`src/rtl/spi_regfile_pkg.sv`:
```
// Shared definitions for the SPI register file.
//   state_t  : frame state machine encoding (IDLE, HDR, DATA, OVF)
//   RW_*     : value of the first frame bit for write / read
//   frame_w(): total frame length = R/W bit + address + data
package spi_regfile_pkg;

  typedef enum logic [1:0] {
    IDLE = 2'd0,
    HDR  = 2'd1,
    DATA = 2'd2,
    OVF  = 2'd3
  } state_t;

  localparam logic RW_WRITE = 1'b1;
  localparam logic RW_READ  = 1'b0;

  function automatic int frame_w(input int addr_w, input int data_w);
    return 1 + addr_w + data_w;
  endfunction

endpackage

```
`src/rtl/spi_regfile_rw_if.sv`:
```
// SPI pin bundle between a bus master and the register file.
// There is no valid/ready pairing on this link: a frame is valid for as long
// as cs is low, sdi is sampled on sclk rising edges (mode 0, sclk idle low),
// and sdo is only meaningful while sdo_oe is 1.
//   master : drives sclk, sdi, cs; observes sdo, sdo_oe
//   slave  : observes sclk, sdi, cs; drives sdo, sdo_oe
interface spi_regfile_rw_if;
  logic sclk;
  logic sdi;
  logic cs;
  logic sdo;
  logic sdo_oe;

  modport master (output sclk, output sdi, output cs, input sdo, input sdo_oe);
  modport slave  (input sclk, input sdi, input cs, output sdo, output sdo_oe);
endinterface

```
`src/rtl/spi_regfile_rw_sync_edge.sv`:
```
// sync_edge: STAGES-deep synchroniser for an asynchronous input, plus
// one-clk rise/fall pulses derived from the synchronised level.
//   clk, rst_n : system clock, async active-low reset
//   d          : asynchronous input
//   q          : synchronised level (resets to RESET_VAL)
//   rise, fall : one-clk pulses on synchronised level changes
module sync_edge #(
  parameter int   STAGES    = 2,
  parameter logic RESET_VAL = 1'b0
) (
  input  logic clk,
  input  logic rst_n,
  input  logic d,
  output logic q,
  output logic rise,
  output logic fall
);

  logic [STAGES-1:0] chain;
  logic              prev;

  always_ff @(posedge clk or negedge rst_n) begin
    if (!rst_n) begin
      chain <= {STAGES{RESET_VAL}};
      prev  <= RESET_VAL;
    end else begin
      chain <= {chain[STAGES-2:0], d};
      prev  <= chain[STAGES-1];
    end
  end

  assign q    = chain[STAGES-1];
  assign rise = q & ~prev;
  assign fall = ~q & prev;

endmodule

```
`src/rtl/spi_regfile_rw.sv`:
```
// spi_regfile_rw: SPI (mode 0) slave giving read/write access to NUM_REGS
// registers of DATA_W bits. Frame, MSB first: R/W bit, ADDR_W address bits,
// DATA_W data bits. Writes commit when cs rises after exactly FRAME_W bits.
//   clk, rst_n : system clock, async active-low reset
//   spi        : SPI pins (slave modport)
//   regs       : flattened register contents, register i at [i*DATA_W +: DATA_W]
//   wr_strobe  : one-clk pulse on bit i when register i is written
//   frame_err  : one-clk pulse when a frame is rejected
//   state      : current frame state (observability)
module spi_regfile_rw
  import spi_regfile_pkg::*;
#(
  parameter int NUM_REGS    = 8,
  parameter int DATA_W      = 8,
  parameter int ADDR_W      = 7,
  parameter int SYNC_STAGES = 2
) (
  input  logic                       clk,
  input  logic                       rst_n,
  spi_regfile_rw_if.slave            spi,
  output logic [NUM_REGS*DATA_W-1:0] regs,
  output logic [NUM_REGS-1:0]        wr_strobe,
  output logic                       frame_err,
  output state_t                     state
);

  localparam int FRAME_W = frame_w(ADDR_W, DATA_W);
  localparam int HDR_W   = 1 + ADDR_W;
  // Shift register only needs to hold the header minus the bit being
  // received, or the data field, whichever is longer.
  localparam int SH_W    = (HDR_W - 1 > DATA_W) ? HDR_W - 1 : DATA_W;
  localparam int CNT_W   = $clog2(FRAME_W + 2);

  logic       sclk_level_unused, sclk_rise, sclk_fall;
  logic       cs_s, cs_rise, cs_fall;
  logic       sdi_s;
  logic [1:0] sdi_edges_unused;

  sync_edge #(.STAGES(SYNC_STAGES), .RESET_VAL(1'b0)) u_sync_sclk (
    .clk(clk), .rst_n(rst_n), .d(spi.sclk),
    .q(sclk_level_unused), .rise(sclk_rise), .fall(sclk_fall)
  );
  sync_edge #(.STAGES(SYNC_STAGES), .RESET_VAL(1'b1)) u_sync_cs (
    .clk(clk), .rst_n(rst_n), .d(spi.cs),
    .q(cs_s), .rise(cs_rise), .fall(cs_fall)
  );
  sync_edge #(.STAGES(SYNC_STAGES), .RESET_VAL(1'b0)) u_sync_sdi (
    .clk(clk), .rst_n(rst_n), .d(spi.sdi),
    .q(sdi_s), .rise(sdi_edges_unused[0]), .fall(sdi_edges_unused[1])
  );

  // The cs synchroniser resets to 1, so a cs pin already low at reset release
  // shows up as a falling edge. Frames are only accepted once cs has been
  // seen genuinely high after the synchroniser refilled with real samples.
  logic [SYNC_STAGES-1:0] settle;
  logic                   armed;

  always_ff @(posedge clk or negedge rst_n) begin
    if (!rst_n) begin
      settle <= '0;
      armed  <= 1'b0;
    end else begin
      settle <= {settle[SYNC_STAGES-2:0], 1'b1};
      if (settle[SYNC_STAGES-1] && cs_s) armed <= 1'b1;
    end
  end

  logic [CNT_W-1:0]  cnt;
  logic [SH_W-1:0]   shreg;
  logic              rw_q;
  logic [ADDR_W-1:0] addr_q;
  logic [DATA_W-1:0] rd_sh;
  logic              sdo_oe_q;
  logic [HDR_W-1:0]  hdr;
  logic [DATA_W-1:0] rd_val;
  logic              bit_take, frame_done, full, addr_ok, do_commit, do_err;
  state_t            state_n;

  // A cs rise synchronised together with an sclk edge finds cs_s already
  // high, so that bit is dropped.
  assign bit_take = sclk_rise & ~cs_s;
  assign hdr      = {shreg[HDR_W-2:0], sdi_s};

  always_comb begin
    state_n = state;
    case (state)
      IDLE: if (cs_fall && armed) state_n = HDR;
      HDR: begin
        if (cs_rise) state_n = IDLE;
        else if (bit_take && cnt == CNT_W'(HDR_W - 1)) state_n = DATA;
      end
      DATA: begin
        if (cs_rise) state_n = IDLE;
        else if (bit_take && cnt == CNT_W'(FRAME_W)) state_n = OVF;
      end
      OVF: if (cs_rise) state_n = IDLE;
      default: state_n = IDLE;
    endcase
  end

  always_comb begin
    rd_val = '0;
    for (int i = 0; i < NUM_REGS; i++) begin
      if (hdr[ADDR_W-1:0] == ADDR_W'(i)) rd_val = regs[i*DATA_W +: DATA_W];
    end
  end

  assign frame_done = cs_rise && (state != IDLE);
  assign full       = (cnt == CNT_W'(FRAME_W));
  assign addr_ok    = {1'b0, addr_q} < (ADDR_W + 1)'(NUM_REGS);
  assign do_commit  = frame_done && full && (rw_q == RW_WRITE) && addr_ok;
  assign do_err     = frame_done && ((cnt != '0 && !full) ||
                                     (full && rw_q == RW_WRITE && !addr_ok));

  always_ff @(posedge clk or negedge rst_n) begin
    if (!rst_n) state <= IDLE;
    else        state <= state_n;
  end

  always_ff @(posedge clk or negedge rst_n) begin
    if (!rst_n) begin
      cnt       <= '0;
      shreg     <= '0;
      rw_q      <= 1'b0;
      addr_q    <= '0;
      rd_sh     <= '0;
      sdo_oe_q  <= 1'b0;
      regs      <= '0;
      wr_strobe <= '0;
      frame_err <= 1'b0;
    end else begin
      wr_strobe <= '0;
      frame_err <= do_err;

      if (state == IDLE) begin
        cnt <= '0;
      end else if (bit_take && state != OVF) begin
        shreg <= {shreg[SH_W-2:0], sdi_s};
        cnt   <= cnt + 1'b1;
      end

      if (state == HDR && state_n == DATA) begin
        rw_q   <= hdr[HDR_W-1];
        addr_q <= hdr[ADDR_W-1:0];
      end

      if (state == DATA && state_n != DATA) begin
        rd_sh    <= '0;
        sdo_oe_q <= 1'b0;
      end else if (state == HDR && state_n == DATA) begin
        if (hdr[HDR_W-1] == RW_READ) begin
          rd_sh    <= rd_val;
          sdo_oe_q <= 1'b1;
        end else begin
          rd_sh    <= '0;
          sdo_oe_q <= 1'b0;
        end
      end else if (state == DATA && sclk_fall && cnt > CNT_W'(HDR_W)) begin
        // The falling edge right after the last header bit must keep the
        // MSB on sdo for the first data rising edge; later falls advance.
        rd_sh <= {rd_sh[DATA_W-2:0], 1'b0};
      end

      if (do_commit) begin
        for (int i = 0; i < NUM_REGS; i++) begin
          if (addr_q == ADDR_W'(i)) begin
            regs[i*DATA_W +: DATA_W] <= shreg[DATA_W-1:0];
            wr_strobe[i]             <= 1'b1;
          end
        end
      end
    end
  end

  assign spi.sdo    = rd_sh[DATA_W-1];
  assign spi.sdo_oe = sdo_oe_q;

endmodule

```
`src/flat_wrapper.sv`:
```
// flat-port wrapper written by rule: the top's interface ports become plain ports
module spi_regfile_rw_flat import spi_regfile_pkg::*;
#(
  parameter int NUM_REGS    = 8,
  parameter int DATA_W      = 8,
  parameter int ADDR_W      = 7,
  parameter int SYNC_STAGES = 2
)
  (clk, rst_n, regs, wr_strobe, frame_err, state, spi_sclk, spi_sdi, spi_cs, spi_sdo, spi_sdo_oe);
  spi_regfile_rw_if spi_i ();
  input  logic clk;
  input  logic rst_n;
  output logic [NUM_REGS*DATA_W-1:0] regs;
  output logic [NUM_REGS-1:0] wr_strobe;
  output logic frame_err;
  output state_t state;
  input wire logic [$bits(spi_i.sclk)-1:0] spi_sclk;
  input wire logic [$bits(spi_i.sdi)-1:0] spi_sdi;
  input wire logic [$bits(spi_i.cs)-1:0] spi_cs;
  output wire logic [$bits(spi_i.sdo)-1:0] spi_sdo;
  output wire logic [$bits(spi_i.sdo_oe)-1:0] spi_sdo_oe;
  assign spi_i.sclk = spi_sclk;
  assign spi_i.sdi = spi_sdi;
  assign spi_i.cs = spi_cs;
  assign spi_sdo = spi_i.sdo;
  assign spi_sdo_oe = spi_i.sdo_oe;
  spi_regfile_rw #(.NUM_REGS(NUM_REGS), .DATA_W(DATA_W), .ADDR_W(ADDR_W), .SYNC_STAGES(SYNC_STAGES)) u_core (.clk(clk), .rst_n(rst_n), .spi(spi_i), .regs(regs), .wr_strobe(wr_strobe), .frame_err(frame_err), .state(state));
endmodule
```
`config.mk`:
```
export PLATFORM = sky130hd
export DESIGN_NAME = spi_regfile_rw_flat
export DESIGN_NICKNAME = d
export VERILOG_FILES = /design/src/rtl/spi_regfile_pkg.sv /design/src/rtl/spi_regfile_rw_if.sv /design/src/rtl/spi_regfile_rw_sync_edge.sv /design/src/rtl/spi_regfile_rw.sv /design/src/flat_wrapper.sv
export SDC_FILE = /design/constraint.sdc
export NUM_CORES = 1
export LEC_CHECK = 0
export CAP_MARGIN = 20
export CORE_AREA = 3 3 126 79
export CTS_CLUSTER_SIZE = 24
export DETAILED_ROUTE_END_ITERATION = 6
export DIE_AREA = 0 0 129 82
export GPL_TIMING_DRIVEN = 1
export PLACE_DENSITY = 0.85
export SLEW_MARGIN = 20
export SYNTH_ARGS = -nofsm -noshare
export SYNTH_HDL_FRONTEND = slang
export SYNTH_SLANG_ARGS = --single-unit
```
`constraint.sdc`:
```
create_clock -name clk -period 8.29 [get_ports clk]
set_clock_uncertainty 0.2 [all_clocks]
set_input_delay 0.829 -clock clk [delete_from_list [all_inputs] [get_ports clk]]
set_output_delay 0.829 -clock clk [all_outputs]
set_load 0.02 [all_outputs]
```
==> impl_metrics.yaml, run 1 <==
outcome:
  outcome: "finished, final reports clean"
worst_setup_path:
  max_stage_delay_ps: 1010
  slowest_stage: "nor4_4"
  end_kind: "flip-flop"
  worstPathRequired_ps: 8380
  crit_buf_inv: 1
  critPathKind: "reg2reg"
  start_kind: "flip-flop"
  crit_chain: "inv_1, ha_1, nand4bb_1, nor4_4, mux2_2"
  rr_startpoint: "u_core.cnt[0]$_DFFE_PN0P_"
  startpoint: "u_core.cnt[0]$_DFFE_PN0P_"
  arrival_ps: 3230
  crit_fanout: 9
  r2r_slack_ps: 5150
  crit_family: "simple AND/OR/NAND/NOR gates"
finish:
  syn_to_final_growth_pct: 29.78
  final_cells: 574
  layout_commonest_cell: "dfrtp_1"
  drive_gt1_share_pct: 30.79
  final_cell_mix: "113 x dfrtp_1, 80 x clkdlybuf4s50_1, 75 x mux2_2"
  fillers: 563
  diodes: 0
  nets: 452
cts:
  ctsResizeCount: 0
  tritoncts.num_buffers: 17
  cts_sinks: 116
  cts_setup_buffers: 0
  htreeDepth: 4
  insertion_delay_ps: 410
  path_clk_slew_ps: 60
  cts_root_buf: "clkbuf_16"
  clock_path_buffers: 2
  cts_tree: "built"
  ctsHoldBuffers: 0
sta:
  setup_viol: 0
  maxSlewViolCount: 0
  worst_pin_slew_ps: 977.7
  fin_crit_sh_pct: 37.83
  slew_headroom_pct: 34.82
  fin_tns_setup_ps: 0
  fin_ws_ps: 5154
  rsz0062_at_grt: "false"
  final-hold-violation-count: 0
  fmax_mhz: 318.8
  layout_min_cycle_time_ps: 3136
die:
  rows: 27
  die-area_mm2: 0.01058
  die_w_um: 129
  ios: 82
  die_h_um: 82
  core_region_area_mm2: 0.008986
  start_util_pct: 57.23
detailed_routing:
  vias_per_cell: 6.176
  detail-route-antenna-nets: 0
  drt_iter0_drc: 307
  drt_wl_total_mm: 12.82
  routedWlPerCell_um: 22.34
  drc: 0
  drtPass1Iterations: 6
  vias: 3545
place:
  gp_congestion: 0.9045
  dp_hpwl_mm: 8.216
  port-buffer-count: 81
  placed_cells: 542
  dp_slack_ps: 5151
synth:
  avgSynthCellArea_um2: 14.13
  synthesis.instances: 364
  synth.distinct_cells: 42
  async_reset_ff_share_pct: 100.0
  synth-seq-cells: 116
  yosysWarnings: 0
  syn_nets: 371
  synth.yosys.seq_area_share_pct: 56.52
  synth_edf_count: 0
  synth_flop_cell: "dfrtp_1"
  netlist_area_mm2: 0.005142
grt:
  grt_usage_pct: 25.91
  grt_max_degree: 69
  grt_pass1_vias: 3644
  antenna_found_initial: 0
  grt_pass1_wl_mm: 20.29
  grt-ovfl-total: 0
power_and_ir_drop:
  leakage_uw: 0.003012
  vdd.ir_drop.worst_uv: 165.5
  p_per_area_mw_per_mm2: 231.5
job:
  drv_cap: 0
min_path:
  hold_start: "u_core.u_sync_sdi.chain[0]$_DFF_PN0_"
  holdCritPathClass: "reg2reg"
==> sequential cells by signal (all words and copies together) (netlist names) <==
name / count
u_core.regs: 64
u_core.rd_sh: 8
u_core.shreg: 8
u_core.wr_strobe: 8
u_core.addr_q: 7
u_core.cnt: 5
u_core.settle: 2
u_core.state: 2
u_core.u_sync_cs.chain: 2
u_core.u_sync_sclk.chain: 2
u_core.u_sync_sdi.chain: 2
u_core.armed: 1
u_core.frame_err: 1
u_core.rw_q: 1
u_core.spi.sdo_oe: 1
u_core.u_sync_cs.prev: 1
u_core.u_sync_sclk.prev: 1
==> Yosys cell counts (2+ instances only) <==
cell type	number	share of area (%)
o22ai_1	4	0.49
mux2i_1	13	2.5
mux2_2	75	16
nor2_1	7	0.51
or3b_2	2	0.34
dfrtp_1	113	55
nand3_1	3	0.29
mux2_4	4	1.2
nor3_1	5	0.49
or2_2	2	0.24
nor2b_1	3	0.37
clkbuf_1	9	0.66
dfstp_2	3	1.5
nand2_1	12	0.88
buf_1	11	0.80
a21o_1	2	0.29
a21oi_1	11	1.1
inv_1	4	0.29
nor4_4	9	3.7
ha_1	2	0.49
nand2b_1	15	1.8
o21ai_0	20	1.9
a31oi_1	2	0.24
a221o_1	6	1.2
mux4_2	10	4.4
==> metal layers <==
layer | vias up | share of wire, % | track usage (%)
li1 | 1500 | - | -
met1 | 1842 | 47 | 39.40
met2 | 187 | 44 | 36.21
met3 | 16 | 8.0 | 7.147
met4 | 0 | 0.95 | 8.071
met5 | - | 0 | 0
==> report_power, final <==
group / switching, uW / internal [uW]
Clock: 249 / 533
Sequential: 60.5 / 583
Combinational: 70.4 / 48.9
==> worst paths after layout <==
check	end	cells after the start
max in group asynchronous	u_core.regs[31]$_DFFE_PN0P_	2
worst min-delay path	u_core.u_sync_sdi.chain[1]$_DFF_PN0_	0
worst max-delay path	u_core.regs[5]$_DFFE_PN0P_	5
worst max register to register	u_core.regs[5]$_DFFE_PN0P_	5
min in group asynchronous	u_core.shreg[2]$_DFFE_PN0P_	1
worst min register to register	u_core.u_sync_sdi.chain[1]$_DFF_PN0_	0
==> per-stage QoR <==
stage                     hold slack [ps]  power [uW]  instance area [um2]  util (%)
after floorplan                     131.2       713.5                 5142         -
after global placement              132.9       758.0                 6027     67.07
after detailed placement            136.2       765.5                 6027     67.07
after CTS                           149.0        1550                 6665     74.17
after global routing                151.5        1595                 6674     74.27
final                               147.9        1545                 6674     74.27
==> layout make-up <==
cell class                      count  area [um2]  area share (%)
Multi-Input combinational cell    223        2146           32.15
Tap cell                          116       145.1           2.175
Clock buffer                       23       488.0           7.312
Inverter                            4       15.01          0.2250
Sequential cell                   116        2907           43.55
Timing Repair Buffer               83       823.3           12.34
Clock inverter                      9       150.1           2.250
==> kinds of logic (layout without fill, tap and decap cells) <==
logic type	count (synthesis)	count (layout)	synth area share [%]
XOR/XNOR	1	1	0.1703
adder cells (fa/ha/maj)	2	2	0.4865
flip-flops	116	116	56.52
AND/OR/NAND/NOR	67	67	10.15
buffers and inverters	25	119	2.044
multiplexers	103	103	24.72
other	1	1	0.07292
AO/OA/AOI/OAI	49	49	5.839
Power figures use the tool's default switching activity.
==> run 2: changes to the inputs <==
Settings changed: CORE_AREA 3 3 126 79 to 3 3 138 87, DIE_AREA 0 0 129 82 to 0 0 141 90, PLACE_DENSITY 0.85 to 0.74.
Clock period 8.29 ns to 2.88 ns, I/O delays scaled along.
==> run 2 against run 1 <==
Against the previous run:
- wire length is 1.6% lower
- global-route usage shrank 5.3 points
- critical path depth stayed put
==> impl_metrics.yaml, run 2 (same netlist as run 1, synthesis figures left out) <==
sta:
  maxSlewViolCount: 0
  whs_ps: 97.64
  layout_min_cycle_time_ps: 2607
  fin_tns_setup_ps: 0
  fin_crit_sh_pct: 90.51
  final-hold-violation-count: 0
  fmax_mhz: 383.6
  rsz0062_at_grt: "false"
  setup_viol: 0
  slew_headroom_pct: 50.01
  worst_pin_slew_ps: 749.9
die:
  rows: 29
  die_w_um: 141
  start_util_pct: 48.37
  die_h_um: 90
  die-area_mm2: 0.01269
  core_region_area_mm2: 0.01063
  ios: 82
power_and_ir_drop:
  leakage_uw: 0.003091
  p_per_area_mw_per_mm2: 648.8
  vdd.ir_drop.worst_uv: 519.4
detailed_routing:
  routedWlPerCell_um: 20.55
  drt_wl_total_mm: 12.62
  vias: 3473
  drtPass1Iterations: 4
  drc: 0
  vias_per_cell: 5.656
  drt_iter0_drc: 302
  detail-route-antenna-nets: 0
cts:
  cts_tree: "built"
  htreeDepth: 4
  ctsResizeCount: 0
  clock_path_buffers: 2
  cts_setup_buffers: 0
  cts_sinks: 116
  tritoncts.num_buffers: 17
  ctsHoldBuffers: 1
  path_clk_slew_ps: 50
  insertion_delay_ps: 410
  cts_root_buf: "clkbuf_16"
finish:
  drive_gt1_share_pct: 32.63
  final_cell_mix: "113 x dfrtp_1, 80 x clkdlybuf4s50_1, 75 x mux2_2"
  finalInstanceArea_mm2: 0.006827
  final_cells: 614
  max_flop_register: "u_core.regs"
  largest_reg_flops: 64
  nets: 469
  diodes: 0
  syn_to_final_growth_pct: 32.75
  layout_commonest_cell: "dfrtp_1"
  finish.utilization_pct: 64.21
grt:
  grt_pass1_vias: 3579
  grt_usage_pct: 20.56
  grt_max_degree: 57
  grt-ovfl-total: 0
  grt_pass1_wl_mm: 20.27
  antenna_found_initial: 0
place:
  place_area_mm2: 0.006188
  gp_congestion: 0.8718
  port-buffer-count: 81
  dp_hpwl_mm: 8.607
  placed_cells: 581
worst_setup_path:
  crit_family: "simple AND/OR/NAND/NOR gates"
  max_stage_delay_ps: 520
  crit_buf_inv: 1
  critPathKind: "reg2reg"
  slowest_stage: "or4_4"
  start_kind: "flip-flop"
  crit_fanout: 9
  end_kind: "flip-flop"
  arrival_ps: 2690
  worstPathRequired_ps: 2960
  crit_chain: "or4_4, or3_4, nor4_4, buf_4, mux2_2"
outcome:
  outcome: "finished, final reports clean"
job:
  drv_cap: 0
min_path:
  holdCritPathClass: "in2reg"
## run 2: per-stage QoR
stage | worst slack, ps | total power, uW
6_report | 273.2 | 4429
3_3_place_gp | 320.1 | 2202
3_5_place_dp | 275.4 | 2216
4_1_cts | 257.7 | 4451
2_1_floorplan | 212.3 | 2054
5_1_grt | 191.2 | 4579
## run 2: metal layers
metal  up-vias  routed length, um  track usage, %
li1       1546                  -               -
met1      1785               6214           31.78
met2       129               5343           28.22
met3        13                938           5.408
met4         0                123           6.210
met5         -                  0               0
## run 2: cell type report
cell class / instances / area, um2
Multi-Input combinational cell: 223 / 2137
Clock buffer: 24 / 481.7
Inverter: 4 / 15.01
Fill cell: 780 / 3805
Timing Repair Buffer: 100 / 965.9
Tap cell: 139 / 173.9
Sequential cell: 116 / 2907
Clock inverter: 8 / 146.4
## run 2: path summary, 6_finish.rpt
| check | from | end | slack, ps | cells past startpoint |
|---|---|---|---|---|
| setup / recovery | u_core.addr_q[5]$_DFFE_PN0N_ | u_core.regs[25]$_DFFE_PN0P_ | 270 | 5 |
| hold / removal | spi_cs | u_core.u_sync_cs.chain[0]$_DFF_PN1_ | 100 | 1 |
| setup reg to reg | u_core.addr_q[5]$_DFFE_PN0N_ | u_core.regs[25]$_DFFE_PN0P_ | 270 | 5 |
| hold reg to reg | u_core.u_sync_sclk.chain[0]$_DFF_PN0_ | u_core.u_sync_sclk.chain[1]$_DFF_PN0_ | 140 | 0 |
| max in group asynchronous | rst_n | u_core.u_sync_cs.chain[1]$_DFF_PN1_ | 1450 | 3 |
| min in group asynchronous | rst_n | u_core.spi.sdo_oe$_DFFE_PN0P_ | 290 | 2 |
## run 2: power breakdown
group,leakage (uW),total [uW],switching (uW),internal [uW]
Sequential,0.00158,1820,144,1680
Clock,0.000305,2230,716,1520
Combinational,0.00121,373,221,152
Total,0.00309,4430,1080,3350
==> run 3: changes to the inputs <==
Settings changed: CORE_AREA 3 3 138 87 to 2 2 137 86, DIE_AREA 0 0 141 90 to 0 0 139 88.
==> run 3 against run 2 <==
Against the previous run:
- hold slack got worse by 12 ps
- clock power barely moved
- non-clock buffer count rose by 2
- sequential share of layout area fell by 0.18 points
- power rose by 0.86%
- sequential cell count did not move
- cell count rose by 1.1%
- final area rose by 0.42%
- global-route usage rose by 2.2 points
- setup slack got worse by 42 ps
- critical path type unchanged
- highest routed layer unchanged
==> impl_metrics.yaml, run 3 (same netlist as run 1, synthesis figures left out) <==
sta:
  fin_crit_sh_pct: 91.99
  rsz0062_at_grt: "false"
  final-hold-violation-count: 0
  maxSlewViolCount: 0
  worst_pin_slew_ps: 780.9
  fmax_mhz: 377.5
  fin_tns_setup_ps: 0
  whs_ps: 85.39
  slew_headroom_pct: 47.83
  layout_min_cycle_time_ps: 2649
  setup_viol: 0
worst_setup_path:
  crit_fanout: 9
  reg2reg_depth: 5
  critPathKind: "reg2reg"
  worstPathRequired_ps: 2970
  start_kind: "flip-flop"
  arrival_ps: 2740
  end_kind: "flip-flop"
grt:
  grt_pass1_wl_mm: 20.91
  grt_usage_pct: 22.74
  grt-ovfl-total: 0
  grt_pass1_vias: 3607
  grt_max_degree: 54
  antenna_found_initial: 0
power_and_ir_drop:
  vdd.ir_drop.worst_uv: 499.6
  p_per_area_mw_per_mm2: 651.6
  leakage_uw: 0.003099
  p_clk_share_pct: 50.1
  p_switching_uw: 1128
  pwr-share-seq_pct: 40.0
  combPwrFrac_pct: 9.8
  p_sw_share_pct: 25.26
  p_int_uw: 3339
detailed_routing:
  detail-route-antenna-nets: 0
  drc: 0
  vias_per_cell: 5.676
  drt_iter0_drc: 181
  routedWlPerCell_um: 20.78
  drt_wl_total_mm: 12.90
  drtPass1Iterations: 4
  vias: 3525
finish:
  syn_to_final_growth_pct: 33.31
  drive_gt1_share_pct: 33.54
  finalInstanceArea_mm2: 0.006855
  final_cell_mix: "113 x dfrtp_1, 80 x clkdlybuf4s50_1, 75 x mux2_2"
  final_cells: 621
  largest_reg_flops: 64
  nets: 471
  layout_commonest_cell: "dfrtp_1"
  max_flop_register: "u_core.regs"
  diodes: 0
  fillers: 817
cts:
  tritoncts.num_buffers: 17
  htreeDepth: 4
  insertion_delay_ps: 410
  path_clk_slew_ps: 50
  ctsResizeCount: 0
  cts_sinks: 116
  cts_tree: "built"
  cts_root_buf: "clkbuf_16"
  clock_path_buffers: 2
  cts_setup_buffers: 0
  ctsHoldBuffers: 1
job:
  drv_cap: 0
die:
  die_w_um: 139
  start_util_pct: 46.92
  ios: 82
  die_h_um: 88
  core_region_area_mm2: 0.01096
  die-area_mm2: 0.01223
  rows: 30
min_path:
  holdCritPathClass: "in2reg"
  hold_depth: 1
place:
  gp_congestion: 0.8516
  dp_hpwl_mm: 8.522
  port-buffer-count: 81
  place_area_mm2: 0.006210
  placed_cells: 588
outcome:
  outcome: "finished, final reports clean"
-- run 3: changes by cell type in the layout (fill, tap and decap cells not counted) --
cell        change
buf_4           +2
clkbuf_1        -3
clkinv_4        +2
clkinvlp_4      +2
clkbuf_8        -1
-- run 3: path summary, 6_finish.rpt --
kind,from,end,slack (ps)
worst max register to register,u_core.addr_q[3]$_DFFE_PN0N_,u_core.regs[6]$_DFFE_PN0P_,230
worst min register to register,u_core.settle[0]$_DFF_PN0_,u_core.settle[1]$_DFF_PN0_,150
worst min-delay path,spi_cs,u_core.u_sync_cs.chain[0]$_DFF_PN1_,90
max in group asynchronous,rst_n,u_core.rd_sh[5]$_DFFE_PN0P_,1490
worst max-delay path,u_core.addr_q[3]$_DFFE_PN0N_,u_core.regs[6]$_DFFE_PN0P_,230
min in group asynchronous,rst_n,u_core.regs[26]$_DFFE_PN0P_,270
-- run 3: final cells by class --
class / instances / area, um2 / share of cell area, %
Clock buffer: 20 / 456.7 / 6.662
Clock inverter: 12 / 178.9 / 2.610
Inverter: 4 / 15.01 / 0.2190
Multi-Input combinational cell: 223 / 2137 / 31.17
Sequential cell: 116 / 2907 / 42.40
Tap cell: 144 / 180.2 / 2.628
Timing Repair Buffer: 102 / 980.9 / 14.31
-- run 3: worst max-delay path, stage by stage, from the launching register on --
cell and delay [ps]:
dfrtp_1 380, or4_4 540, or3_4 500, nor4_4 280, buf_4 260, mux2_2 360
-- run 3: per-stage QoR --
step,power (uW),utilization [%],setup WS [ps]
after floorplan,2054,-,212.3
after global placement,2221,56.66,298.1
after detailed placement,2238,56.66,221.4
after CTS,4492,62.55,211.8
after global routing,4623,62.55,96.28
final,4467,62.55,230.8
-- run 3: per-layer routing --
metal / up-vias / global-route usage, % / wire length [um]
met5: - / 0 / 0
met2: 120 / 32.56 / 5619
met1: 1840 / 34.06 / 6369
met4: 0 / 7.346 / 167
met3: 17 / 5.905 / 747
li1: 1548 / - / -
-- run 3: power by group through the flow --
stage	Clock (uW)	Combinational, uW	Sequential (uW)
after floorplan	0	313	1740
final	2240	440	1790
after global placement	0	416	1810
after global routing	2350	480	1790
after detailed placement	0	429	1810
after CTS	2270	436	1780
